`src/rtl/hazard_pkg.sv`:
```
// hazard_pkg: FSM state encoding and the stall/flush output patterns shared by hazard_ctrl.
package hazard_pkg;
   typedef enum logic [1:0] {ST_RUN, ST_MEM_WAIT, ST_ERR} state_e;
   typedef struct packed {
      logic pc_stall;
      logic if_id_stall;
      logic id_exe_stall;
      logic exe_mem_stall;
      logic mem_wb_stall;
      logic if_id_flush;
      logic id_exe_flush;
      logic jump;
      logic bus_err;
   } ctrl_t;
   localparam ctrl_t CTRL_IDLE     = 9'b00000_0000;
   localparam ctrl_t CTRL_MEM_WAIT = 9'b11111_0000;
   localparam ctrl_t CTRL_LOAD_USE = 9'b11000_0100;
   localparam ctrl_t CTRL_JUMP     = 9'b00000_1110;
   localparam ctrl_t CTRL_ERR      = 9'b00000_1101;
endpackage

```
`src/rtl/mem_wait_timer.sv`:
```
// mem_wait_timer: saturating 8-bit wait counter; expired_o flags the cycle whose count reaches limit_i.
module mem_wait_timer (
   input  logic       clk_i,
   input  logic       rst_i,
   input  logic       clear_i,
   input  logic       en_i,
   input  logic [7:0] limit_i,
   output logic       expired_o
);
   logic [7:0] cnt_q, cnt_d;
   always_comb cnt_d = clear_i ? 8'd0 : (en_i && cnt_q != 8'hFF) ? cnt_q + 8'd1 : cnt_q;
   always_ff @(posedge clk_i or negedge rst_i)
      if (!rst_i) cnt_q <= 8'd0;
      else cnt_q <= cnt_d;
   // cnt_q counts completed wait cycles, so the current one is the limit_i-th when cnt_q = limit_i-1
   assign expired_o = cnt_q >= limit_i - 8'd1;
endmodule

```
`src/rtl/hazard_ctrl.sv`:
```
// hazard_ctrl: pipeline stall/flush control for load-use, jumps and memory wait states.
// Optional HAZARD_PERF_CNT_EN adds stall_cnt_o / flush_cnt_o cycle counters.
module hazard_ctrl
   import hazard_pkg::*;
#(
   parameter int MEM_TIMEOUT = 15,
   parameter int REG_ADDR_W  = 5
) (
   input  logic                  clk_i,
   input  logic                  rst_i,
   input  logic [REG_ADDR_W-1:0] id_rs1_i,
   input  logic [REG_ADDR_W-1:0] id_rs2_i,
   input  logic                  id_rs1_re_i,
   input  logic                  id_rs2_re_i,
   input  logic [REG_ADDR_W-1:0] ex_rd_i,
   input  logic                  ex_is_load_i,
   input  logic                  jumpe_i,
   input  logic                  mem_req_i,
   input  logic                  mem_ack_i,
   output logic                  pc_stall_o,
   output logic                  if_id_stall_o,
   output logic                  id_exe_stall_o,
   output logic                  exe_mem_stall_o,
   output logic                  mem_wb_stall_o,
   output logic                  if_id_flush_o,
   output logic                  id_exe_flush_o,
   output logic                  jumpe_o,
`ifdef HAZARD_PERF_CNT_EN
   output logic                  bus_err_o,
   output logic [31:0]           stall_cnt_o,
   output logic [31:0]           flush_cnt_o
`else
   output logic                  bus_err_o
`endif
);
   state_e state_q, state_d;
   logic   jump_pend_q, jump_pend_d;
   logic   expired, enter_wait, load_use, jump;
   ctrl_t  ctrl;
   mem_wait_timer u_timer (
      .clk_i     (clk_i),
      .rst_i     (rst_i),
      .clear_i   (state_q != ST_MEM_WAIT),
      .en_i      (state_q == ST_MEM_WAIT),
      .limit_i   (8'(MEM_TIMEOUT)),
      .expired_o (expired)
   );
   assign enter_wait = mem_req_i & ~mem_ack_i;
   assign load_use   = ex_is_load_i & (|ex_rd_i) &
                       ((id_rs1_re_i & (id_rs1_i == ex_rd_i)) | (id_rs2_re_i & (id_rs2_i == ex_rd_i)));
   // a jump seen while entering the wait is deferred and replayed after the ack
   assign jump       = jump_pend_q | (jumpe_i & ~enter_wait);
   always_comb begin
      state_d     = state_q;
      jump_pend_d = jump_pend_q;
      ctrl        = CTRL_IDLE;
      case (state_q)
         ST_RUN: begin
            ctrl        = jump ? CTRL_JUMP : (load_use & ~jumpe_i) ? CTRL_LOAD_USE : CTRL_IDLE;
            state_d     = enter_wait ? ST_MEM_WAIT : ST_RUN;
            jump_pend_d = jumpe_i & enter_wait;
         end
         ST_MEM_WAIT: begin
            ctrl    = CTRL_MEM_WAIT;
            state_d = mem_ack_i ? ST_RUN : expired ? ST_ERR : ST_MEM_WAIT;
         end
         ST_ERR: begin
            ctrl        = CTRL_ERR;
            state_d     = ST_RUN;
            jump_pend_d = 1'b0;
         end
         default: state_d = ST_RUN;
      endcase
   end
   always_ff @(posedge clk_i or negedge rst_i)
      if (!rst_i) begin
         state_q     <= ST_RUN;
         jump_pend_q <= 1'b0;
      end else begin
         state_q     <= state_d;
         jump_pend_q <= jump_pend_d;
      end
   assign pc_stall_o      = ctrl.pc_stall;
   assign if_id_stall_o   = ctrl.if_id_stall;
   assign id_exe_stall_o  = ctrl.id_exe_stall;
   assign exe_mem_stall_o = ctrl.exe_mem_stall;
   assign mem_wb_stall_o  = ctrl.mem_wb_stall;
   assign if_id_flush_o   = ctrl.if_id_flush;
   assign id_exe_flush_o  = ctrl.id_exe_flush;
   assign jumpe_o         = ctrl.jump;
   assign bus_err_o       = ctrl.bus_err;
`ifdef HAZARD_PERF_CNT_EN
   logic [31:0] stall_cnt_q, flush_cnt_q;
   always_ff @(posedge clk_i or negedge rst_i)
      if (!rst_i) begin
         stall_cnt_q <= 32'd0;
         flush_cnt_q <= 32'd0;
      end else begin
         stall_cnt_q <= stall_cnt_q + {31'd0, ctrl.pc_stall};
         flush_cnt_q <= flush_cnt_q + {31'd0, ctrl.id_exe_flush};
      end
   assign stall_cnt_o = stall_cnt_q;
   assign flush_cnt_o = flush_cnt_q;
`else
`endif
endmodule

```
`config.mk`:
```
export PLATFORM = sky130hd
export DESIGN_NAME = hazard_ctrl
export DESIGN_NICKNAME = d
export VERILOG_FILES = /design/src/rtl/hazard_pkg.sv /design/src/rtl/mem_wait_timer.sv /design/src/rtl/hazard_ctrl.sv
export SDC_FILE = /design/constraint.sdc
export NUM_CORES = 1
export LEC_CHECK = 0
export BUFFER_PORTS_ARGS = -buffer_cell sky130_fd_sc_hd__buf_2
export CAP_MARGIN = 40
export CORE_MARGIN = 2
export CORE_UTILIZATION = 50
export DETAILED_ROUTE_END_ITERATION = 16
export PLACE_DENSITY = 0.82
export SLEW_MARGIN = 5
export SYNTH_ARGS = -nofsm -noshare
export SYNTH_HDL_FRONTEND = slang
export SYNTH_SLANG_ARGS = --single-unit
```
`constraint.sdc`:
```
create_clock -name clk_i -period 2.5 [get_ports clk_i]
set_input_delay 0.125 -clock clk_i [delete_from_list [all_inputs] [get_ports clk_i]]
set_output_delay 0.125 -clock clk_i [all_outputs]
set_load 0.005 [all_outputs]
```
==> flow_summary.ini <==
[timing]
grt_setup_unrepaired = no
slew_viol_final = 0
post-route-min-period_ps = 1716
finalHoldViolCount = 0
tightest_slew_ps = 387.7
setup_viol = 0
period_share = 0.6863
fmax_mhz = 582.9
fin_tns_setup_ps = 0
fin_skew_ps = 7.847
relSlewSlack = 0.7379

[floorplan]
fp.coreArea_um2 = 1471
die_x_um = 43.30
initial_utilization = 0.5247
die_area_um2 = 1874
io_pins = 32
rows = 14
fp.dieH_um = 43.30

[clock_network]
cts_tree = yes
clock_latency_ps = 280
cts_hold_buffers = 1
htreeDepth = 1
cts_buffer_depth = 2
numCtsBuffers = 3
cts_setup_buffers = 0
numClockSinks = 11
cts_resized = 0
cts-root-buf = clkbuf_4
cts.clk_slew.worst_paths_ps = 60

[route]
drt_first_iter_violations = 7
firstDrtPassIters = 3
vias_per_cell = 5.432
postRouteAntennaNets = 0
drc = 0
drt-total-wl_mm = 1.660
post_drt_wl_per_cell_um = 12.58
num_vias = 717

[final_layout]
nNetsFinal = 142
fillers = 124
fin_area_um2 = 955.9
layout-drive-gt1-share = 0.3534
syn_to_final_growth_pct = 23.83
antenna_cells = 0
regArea_um2 = 275.3
layout_commonest_cell = buf_2
multi_input_area_um2 = 457.9
final_cell_mix = buf_2, dfrtp_1, xor2_1, nor2_1

[critical_path]
reg2reg_slack_ps = 1020
reg2reg_to = u_timer.cnt_q[0]$_DFFE_PN0P_
endpoint = if_id_stall_o
reg2reg_from = u_timer.cnt_q[0]$_DFFE_PN0P_
required_ps = 2380
cp.arrival_ps = 1590
end_kind = primary output
crit_path_start = state_q[0]$_DFF_PN0_
crit_type = reg2out
critPathLaunchType = flip-flop
crit_fanout = 8
reg2regPathDepth = 5

[logic_synthesis]
syn-num-nets = 109
yosysUniqueCellTypes = 31
syn_area_um2 = 772.0
synth_warnings = 0
synth_async_sr_flop_share = 1.000
seq_area_frac_synth = 0.3566
dominantRegCellSynth = dfrtp_1
syn_inst = 84
synth_seq_cells = 11
synth_area_per_cell_um2 = 9.190
synth_enable_flop_cells = 0

[grt]
grt.met1_usage = 0.2480
antenna_found_initial = 0
overflow = 0
grt_pass1_vias = 629
grt_max_degree = 12
grt_use_met3 = 0.07660
grt_use_met2 = 0.3433
grtUsageTotal = 0.2088
grt_pass1_wl_mm = 2.801
grt-busiest-layer = met2

[placed_design]
place_congestion = 0.7591
hpwl_mm = 1.371
placed_area_um2 = 919.6
port_buffers = 31

[power]
powerDensity_nw_per_um2 = 409.2
p_leak_nw = 0.4565
vdd_drop_max_mv = 0.3352

[worst_hold_path]
hp-class = in2reg
whs_path_depth = 2

[flow_run]
cap_violations = 0

[outcome]
status = complete, no violations
## critical path: stages (launching register included)
cell     delay (ps)
dfrtp_1         470
nor4b_1         420
nand3_1         120
o21ai_1         170
buf_2           140
## sequential cells by signal (all words and copies together), names as in the netlist
signal	count
jump_pend_q	1
u_timer.cnt_q	8
state_q	2
## cell usage after synthesis (2+ instances only)
cell / n / share of area
dfrtp_1: 11 / 0.36
nor2_1: 8 / 0.039
xor2_1: 8 / 0.091
nand2_1: 6 / 0.029
nor3_1: 6 / 0.039
xnor2_1: 4 / 0.045
a21oi_1: 3 / 0.019
a31oi_1: 3 / 0.024
buf_4: 3 / 0.029
nand3_1: 3 / 0.019
nor4_1: 3 / 0.024
a211oi_2: 2 / 0.032
ha_1: 2 / 0.032
inv_2: 2 / 0.0097
mux2i_1: 2 / 0.026
nand2b_1: 2 / 0.016
o21ai_0: 2 / 0.013
## metrics by stage
| step | setup slack (ps) | utilization | std cells | hold WS [ps] | power [mW] |
|---|---|---|---|---|---|
| floorplan | 1108 | - | 84 | -170.6 | 0.2329 |
| global placement | 1070 | 0.6250 | 127 | 4.907 | 0.2670 |
| detailed placement | 1027 | 0.6250 | 127 | 7.566 | 0.2707 |
| CTS | 744.9 | 0.6497 | 132 | 42.36 | 0.3977 |
| global route | 571.4 | 0.6497 | 132 | 45.72 | 0.4172 |
| finish | 784.4 | 0.6497 | 132 | 50.07 | 0.3911 |
## area by class of cell
type | instances | share of cell area
clock buffers | 4 | 0.02749
inverters | 3 | 0.01178
multi-input cells | 66 | 0.4791
flip-flops and latches | 11 | 0.2880
well taps | 16 | 0.02094
repair buffers | 32 | 0.1728
## worst min-delay path by stage
stage | startpoint | to | slack, ps
6_report | mem_ack_i | state_q[0]$_DFF_PN0_ | 50
5_1_grt | mem_ack_i | state_q[0]$_DFF_PN0_ | 50
4_1_cts | mem_ack_i | state_q[0]$_DFF_PN0_ | 40
3_5_place_dp | rst_i | u_timer.cnt_q[6]$_DFFE_PN0P_ | 8
3_3_place_gp | rst_i | u_timer.cnt_q[3]$_DFFE_PN0P_ | 5
2_1_floorplan | rst_i | jump_pend_q$_DFFE_PN0P_ | -170
## cell families after synthesis
logic type	Yosys count	share of synthesized area
flops	11	0.3566
buf+inv	7	0.05023
simple gates	34	0.2496
compound gates	16	0.1491
mux	2	0.02593
xor+xnor	12	0.1361
fa+ha+maj	2	0.03241
## power by group
part	internal (mW)	switching, mW	leakage [nW]
sequential	0.182	0.00724	0.150
clock	0.0620	0.0617	0.0150
combinational	0.0391	0.0388	0.291
## layer usage
layer,share of wire,routed length [um]
met5,0,0
met4,0.010,17
met3,0.045,74
met2,0.52,867
met1,0.42,701
No activity file was read; power rests on OpenSTA's default activity.
